$ cat config.mk
export PLATFORM = sky130hd
export DESIGN_NAME = dec_conv_arbiter
export DESIGN_NICKNAME = d
export VERILOG_FILES = /design/src/rtl/dec_conv_arbiter.sv
export SDC_FILE = /design/constraint.sdc
export NUM_CORES = 1
export LEC_CHECK = 0
export ABC_AREA = 1
export CAP_MARGIN = 20
export CORE_UTILIZATION = 39
export DETAILED_ROUTE_END_ITERATION = 10
export PLACE_DENSITY = 0.77
export SETUP_SLACK_MARGIN = 0.05
export SLEW_MARGIN = 10
export SYNTH_ARGS = -nofsm -noshare
export SYNTH_HDL_FRONTEND = slang
export SYNTH_SLANG_ARGS = --single-unit
$ cat constraint.sdc
create_clock -name i_clk -period 2.2 [get_ports i_clk]
set_clock_uncertainty 0.2 [all_clocks]
set_input_delay 0.22 -clock i_clk [delete_from_list [all_inputs] [get_ports i_clk]]
set_output_delay 0.22 -clock i_clk [all_outputs]
set_load 0.01 [all_outputs]
$ cat src/rtl/dec_conv_arbiter.sv
// dec_conv_arbiter: round-robin sharing of one binary-to-ASCII decimal converter among NUM_REQ requesters.
// Build option DEC_CONV_BLANK_ZEROS_EN replaces leading zeros of the result with spaces.
module dec_conv_arbiter #(
    parameter int NUM_REQ        = 4,
    parameter int TIMEOUT_CYCLES = 64
) (
    input  logic                       i_clk,
    input  logic                       i_rst_n,
    input  logic [NUM_REQ-1:0]         i_req,
    input  logic [8*NUM_REQ-1:0]       i_value,
    output logic [NUM_REQ-1:0]         o_grant,
    output logic                       o_result_valid,
    output logic [$clog2(NUM_REQ)-1:0] o_result_id,
    output logic [7:0]                 o_hundreds,
    output logic [7:0]                 o_tens,
    output logic [7:0]                 o_units,
    output logic                       o_busy,
    output logic                       o_timeout_err,
    output logic                       o_conv_start,
    output logic [7:0]                 o_conv_value,
    input  logic                       i_conv_done,
    input  logic [7:0]                 i_conv_hundreds,
    input  logic [7:0]                 i_conv_tens,
    input  logic [7:0]                 i_conv_units
);
    localparam int IW = $clog2(NUM_REQ);
    localparam int CW = $clog2(TIMEOUT_CYCLES);
    typedef enum logic [1:0] {IDLE, START, WAIT, RESP} state_t;
    state_t state, state_n;
    logic [IW-1:0] ptr, id, sel, off;
    logic [IW:0] sum;
    logic [2*NUM_REQ-1:0] dbl;
    logic hit, tmo, tmo_flag;
    logic [CW-1:0] cnt;
    logic [7:0] val, hund, tens, units, h_in, t_in;

    // Rotate the request vector so the search always starts at the pointer.
    always_comb begin
        dbl = {i_req, i_req} >> ptr;
        hit = 1'b0;
        off = '0;
        for (int i = 0; i < NUM_REQ; i++) begin
            if (!hit && dbl[i]) begin
                hit = 1'b1;
                off = IW'(i);
            end
        end
        sum = {1'b0, ptr} + {1'b0, off};
        sel = (sum >= (IW+1)'(NUM_REQ)) ? IW'(sum - (IW+1)'(NUM_REQ)) : IW'(sum);
    end

`ifdef DEC_CONV_BLANK_ZEROS_EN
    logic blank_h;
    assign blank_h = i_conv_hundreds == 8'h30;
    assign h_in    = blank_h ? 8'h20 : i_conv_hundreds;
    assign t_in    = (blank_h && i_conv_tens == 8'h30) ? 8'h20 : i_conv_tens;
`else
    assign h_in = i_conv_hundreds;
    assign t_in = i_conv_tens;
`endif

    assign tmo = cnt == CW'(TIMEOUT_CYCLES - 1);

    always_ff @(posedge i_clk or negedge i_rst_n) begin
        if (!i_rst_n)
            state <= IDLE;
        else
            state <= state_n;
    end

    always_comb begin
        state_n = state;
        case (state)
            IDLE:    state_n = hit ? START : IDLE;
            START:   state_n = WAIT;
            WAIT:    state_n = (i_conv_done || tmo) ? RESP : WAIT;
            default: state_n = IDLE;
        endcase
    end

    always_ff @(posedge i_clk or negedge i_rst_n) begin
        if (!i_rst_n) begin
            ptr      <= '0;
            id       <= '0;
            val      <= '0;
            cnt      <= '0;
            tmo_flag <= 1'b0;
            hund     <= 8'h30;
            tens     <= 8'h30;
            units    <= 8'h30;
        end else begin
            case (state)
                IDLE: begin
                    if (hit) begin
                        id  <= sel;
                        val <= 8'(i_value >> {sel, 3'b000});
                    end
                end
                START: begin
                    cnt      <= '0;
                    tmo_flag <= 1'b0;
                end
                WAIT: begin
                    // A done arriving on the last allowed cycle still wins over the timeout.
                    if (i_conv_done) begin
                        hund     <= h_in;
                        tens     <= t_in;
                        units    <= i_conv_units;
                        tmo_flag <= 1'b0;
                    end else if (tmo) begin
                        hund     <= 8'h3F;
                        tens     <= 8'h3F;
                        units    <= 8'h3F;
                        tmo_flag <= 1'b1;
                    end else begin
                        cnt <= cnt + CW'(1);
                    end
                end
                default: ptr <= (id == IW'(NUM_REQ - 1)) ? '0 : id + IW'(1);
            endcase
        end
    end

    assign o_busy         = state != IDLE;
    assign o_conv_start   = state == START;
    assign o_result_valid = state == RESP;
    assign o_timeout_err  = (state == RESP) && tmo_flag;
    assign o_grant        = (state == RESP) ? (NUM_REQ'(1) << id) : '0;
    assign o_result_id    = id;
    assign o_conv_value   = val;
    assign o_hundreds     = hund;
    assign o_tens         = tens;
    assign o_units        = units;
endmodule

==> impl_metrics.json <==
{
  "outcome": "finished with violations",
  "violations": "setup timing",
  "fin_ws_ns": -0.04476,
  "cts_tree": "yes",
  "fillers": 505,
  "antenna_cells": 0,
  "grt_use_met1_pct": 27.92,
  "cts_root_buf": "clkbuf_8",
  "layout_commonest_cell": "clkdlybuf4s50_1",
  "clkSlewWorstSetupHoldPaths_ns": 0.08,
  "pre_cts_ws_ns": -0.2221,
  "cts_made_buffers": 5,
  "use_met2_pct": 36.69,
  "fin_setup_tns_ns": -0.2843,
  "min_period_over_period_pct": 102.0,
  "wl_um": 6935,
  "multi_input_area_sq_um": 1389,
  "insertion_delay_ns": 0.29,
  "p_switching_mw": 2.605,
  "grt_pass1_wl_um": 11080,
  "grt_pass1_vias": 2308,
  "vias": 2414,
  "crit_type": "register to register",
  "final.min_clock_period_ns": 2.245,
  "whs_ns": 0.2678,
  "cp-end-kind": "register",
  "die_y_um": 82.36,
  "yosysWarnings": 0,
  "place_inst": 477,
  "antenna_found_initial": 0,
  "synth_top_cell_area_share_pct": 38.75,
  "io_buffers": 104,
  "gp_congestion": 0.7710,
  "finalNonFillerCells": 495,
  "post-route-drc-count": 0,
  "power_density_nw_per_um2": 1524,
  "required_ns": 2.24,
  "pwr-share-seq_pct": 23.9,
  "rsz0062_at_grt": "yes",
  "clockBufferDepth": 2,
  "drive_gt1_share_pct": 22.62,
  "internal-power_mw": 3.566,
  "viasPerCell": 4.877,
  "drt-pass1-iter-count": 4,
  "final_util_pct": 66.80,
  "worstHoldPathType": "register to register",
  "area_growth_syn_to_layout_pct": 60.75,
  "synth.avg_cell_area_sq_um": 8.538,
  "start_util_pct": 41.56,
  "grt_max_degree": 46,
  "max-vdd-ir-drop_mv": 0.8534,
  "final_nets": 493,
  "rows": 28,
  "cts_num_sinks": 45,
  "io_pins": 105,
  "setup_viol": 9,
  "coreArea_sq_um": 6061,
  "wl_per_cell_um": 14.01,
  "use_met3_pct": 2.637,
  "grt.busiest_layer": "met2",
  "switching_share_pct": 42.22,
  "clockPowerShare_pct": 10.0,
  "first_iter_violations": 109,
  "ant_nets": 0,
  "worst_ep_arrival_time_ns": 2.28,
  "die_w_um": 82.36,
  "grt_overflow_total": 0,
  "startpoint_type": "register",
  "synth.distinct_cells": 31,
  "dieArea_sq_um": 6783,
  "cap_violations": 0,
  "path_max_fanout": 9,
  "slew_viol_final": 0,
  "seqCellArea_sq_um": 1135,
  "seq_area_frac_synth_pct": 45.01,
  "power_frac_comb_pct": 66.1,
  "cts_max_level": 2,
  "worst_pin_slew_ns": 0.5614,
  "layout_common_cells": "clkdlybuf4s50_1 (103), nand2_1 (84), dfrtp_1 (38)",
  "ys_top_cells_by_area": "dfrtp_1 (39%), nand2_1 (14%), mux2i_1 (6.4%)",
  "hold_viol": 0,
  "dp_hpwl_um": 4811,
  "fmax_mhz": 445.5,
  "gr-usage-all-layers_pct": 21.51,
  "synth_top_area_cell": "dfrtp_1",
  "synthCells": 295,
  "synth_nets": 369,
  "slew_headroom_pct": 62.57,
  "power_leakage_nw": 1.914,
  "synth-seq-cells": 45,
  "synth_area_sq_um": 2519
}
-- path summary, 6_finish.rpt --
kind,slack [ns],cells past startpoint,startpoint,endpoint
max,-0.04,14,ptr[0],o_conv_value[5]
min,0.27,2,o_tens[5],o_tens[5]
max reg2reg,-0.04,14,ptr[0],o_conv_value[5]
min reg2reg,0.27,2,o_tens[5],o_tens[5]
max in group asynchronous,1.05,3,i_rst_n,ptr[0]
min in group asynchronous,0.34,3,i_rst_n,o_hundreds[0]
-- through the flow --
| stage | instance area, sq um | power (mW) |
|---|---|---|
| global route | 4049 | 6.659 |
| floorplan | 2527 | 3.629 |
| CTS | 4071 | 6.425 |
| finish | 4049 | 6.171 |
| global placement | 3702 | 4.911 |
| detailed placement | 3702 | 4.988 |
-- synth_stat cells --
cell type / n
o21ai_0: 21
nor2_1: 1
clkbuf_2: 1
nand4_1: 5
dfrtp_1: 39
nand2_4: 1
a21boi_0: 1
clkbuf_1: 5
o21ai_4: 1
buf_6: 2
inv_4: 1
a21oi_1: 1
o21ai_1: 4
or2_2: 1
xor2_1: 2
nand2_2: 12
nand3b_1: 1
o21ai_2: 2
buf_2: 2
nor3_2: 1
nand2_1: 96
dfstp_2: 6
nand3_1: 25
inv_2: 2
buf_4: 1
ha_1: 11
inv_1: 22
o22ai_1: 2
nor3_1: 1
mux2i_1: 16
nand3_2: 9
-- area by class of cell --
type | count | share of cell area (%)
inverters | 25 | 2.503
clock inverters | 2 | 0.8653
clock buffers | 6 | 1.792
repair buffers | 127 | 30.19
flip-flops and latches | 45 | 28.03
multi-input cells | 215 | 34.30
well taps | 75 | 2.318
-- registers in the layout, indices dropped and copies added, names as in the netlist --
| name | flops |
|---|---|
| o_hundreds | 8 |
| cnt | 6 |
| o_result_id | 2 |
| state | 2 |
| ptr | 2 |
| o_units | 8 |
| o_conv_value | 8 |
| tmo_flag | 1 |
| o_tens | 8 |
-- repair_timing --
item                       in CTS  in global routing
setup buffers                   7                  2
hold endpoints to repair       39                  0
hold buffers                    1                  0
gates cloned                    3                  0
resized for setup              33                 12
setup endpoints to repair       9                 32
pin swaps                       9                  9
-- worst max-delay path, cell delays in order (launching register included) --
cell	delay, ns
dfrtp_2	0.47
clkinv_4	0.12
nand2_4	0.10
nand3_2	0.06
nand2_2	0.09
nand3_2	0.08
a21boi_4	0.18
ha_4	0.17
xor2_4	0.19
inv_2	0.09
nand3_4	0.12
nand2_8	0.09
nand2_2	0.08
nand3_2	0.08
nand2_2	0.06
-- routing by layer --
metal	part of all wire (%)	routed length, um
met5	0	0
met4	2.0	142
met3	2.5	175
met2	52	3588
met1	44	3029
-- power groups by stage --
stage	combinational (mW)	sequential [mW]	clock [mW]
4_1_cts	4.32	1.47	0.631
3_3_place_gp	3.44	1.47	0
3_5_place_dp	3.51	1.48	0
6_report	4.08	1.48	0.618
5_1_grt	4.46	1.53	0.664
2_1_floorplan	2.01	1.62	0
-- kinds of logic (layout without fill, tap and decap cells) --
family | Yosys count | count (layout) | share of synthesized area (%)
compound gates | 32 | 32 | 7.303
xor+xnor | 2 | 2 | 0.6956
fa+ha+maj | 11 | 11 | 5.464
buf+inv | 36 | 160 | 6.359
flops | 45 | 45 | 45.01
mux | 16 | 16 | 6.359
simple gates | 153 | 154 | 28.81
No activity file was read; power rests on OpenSTA's default activity.
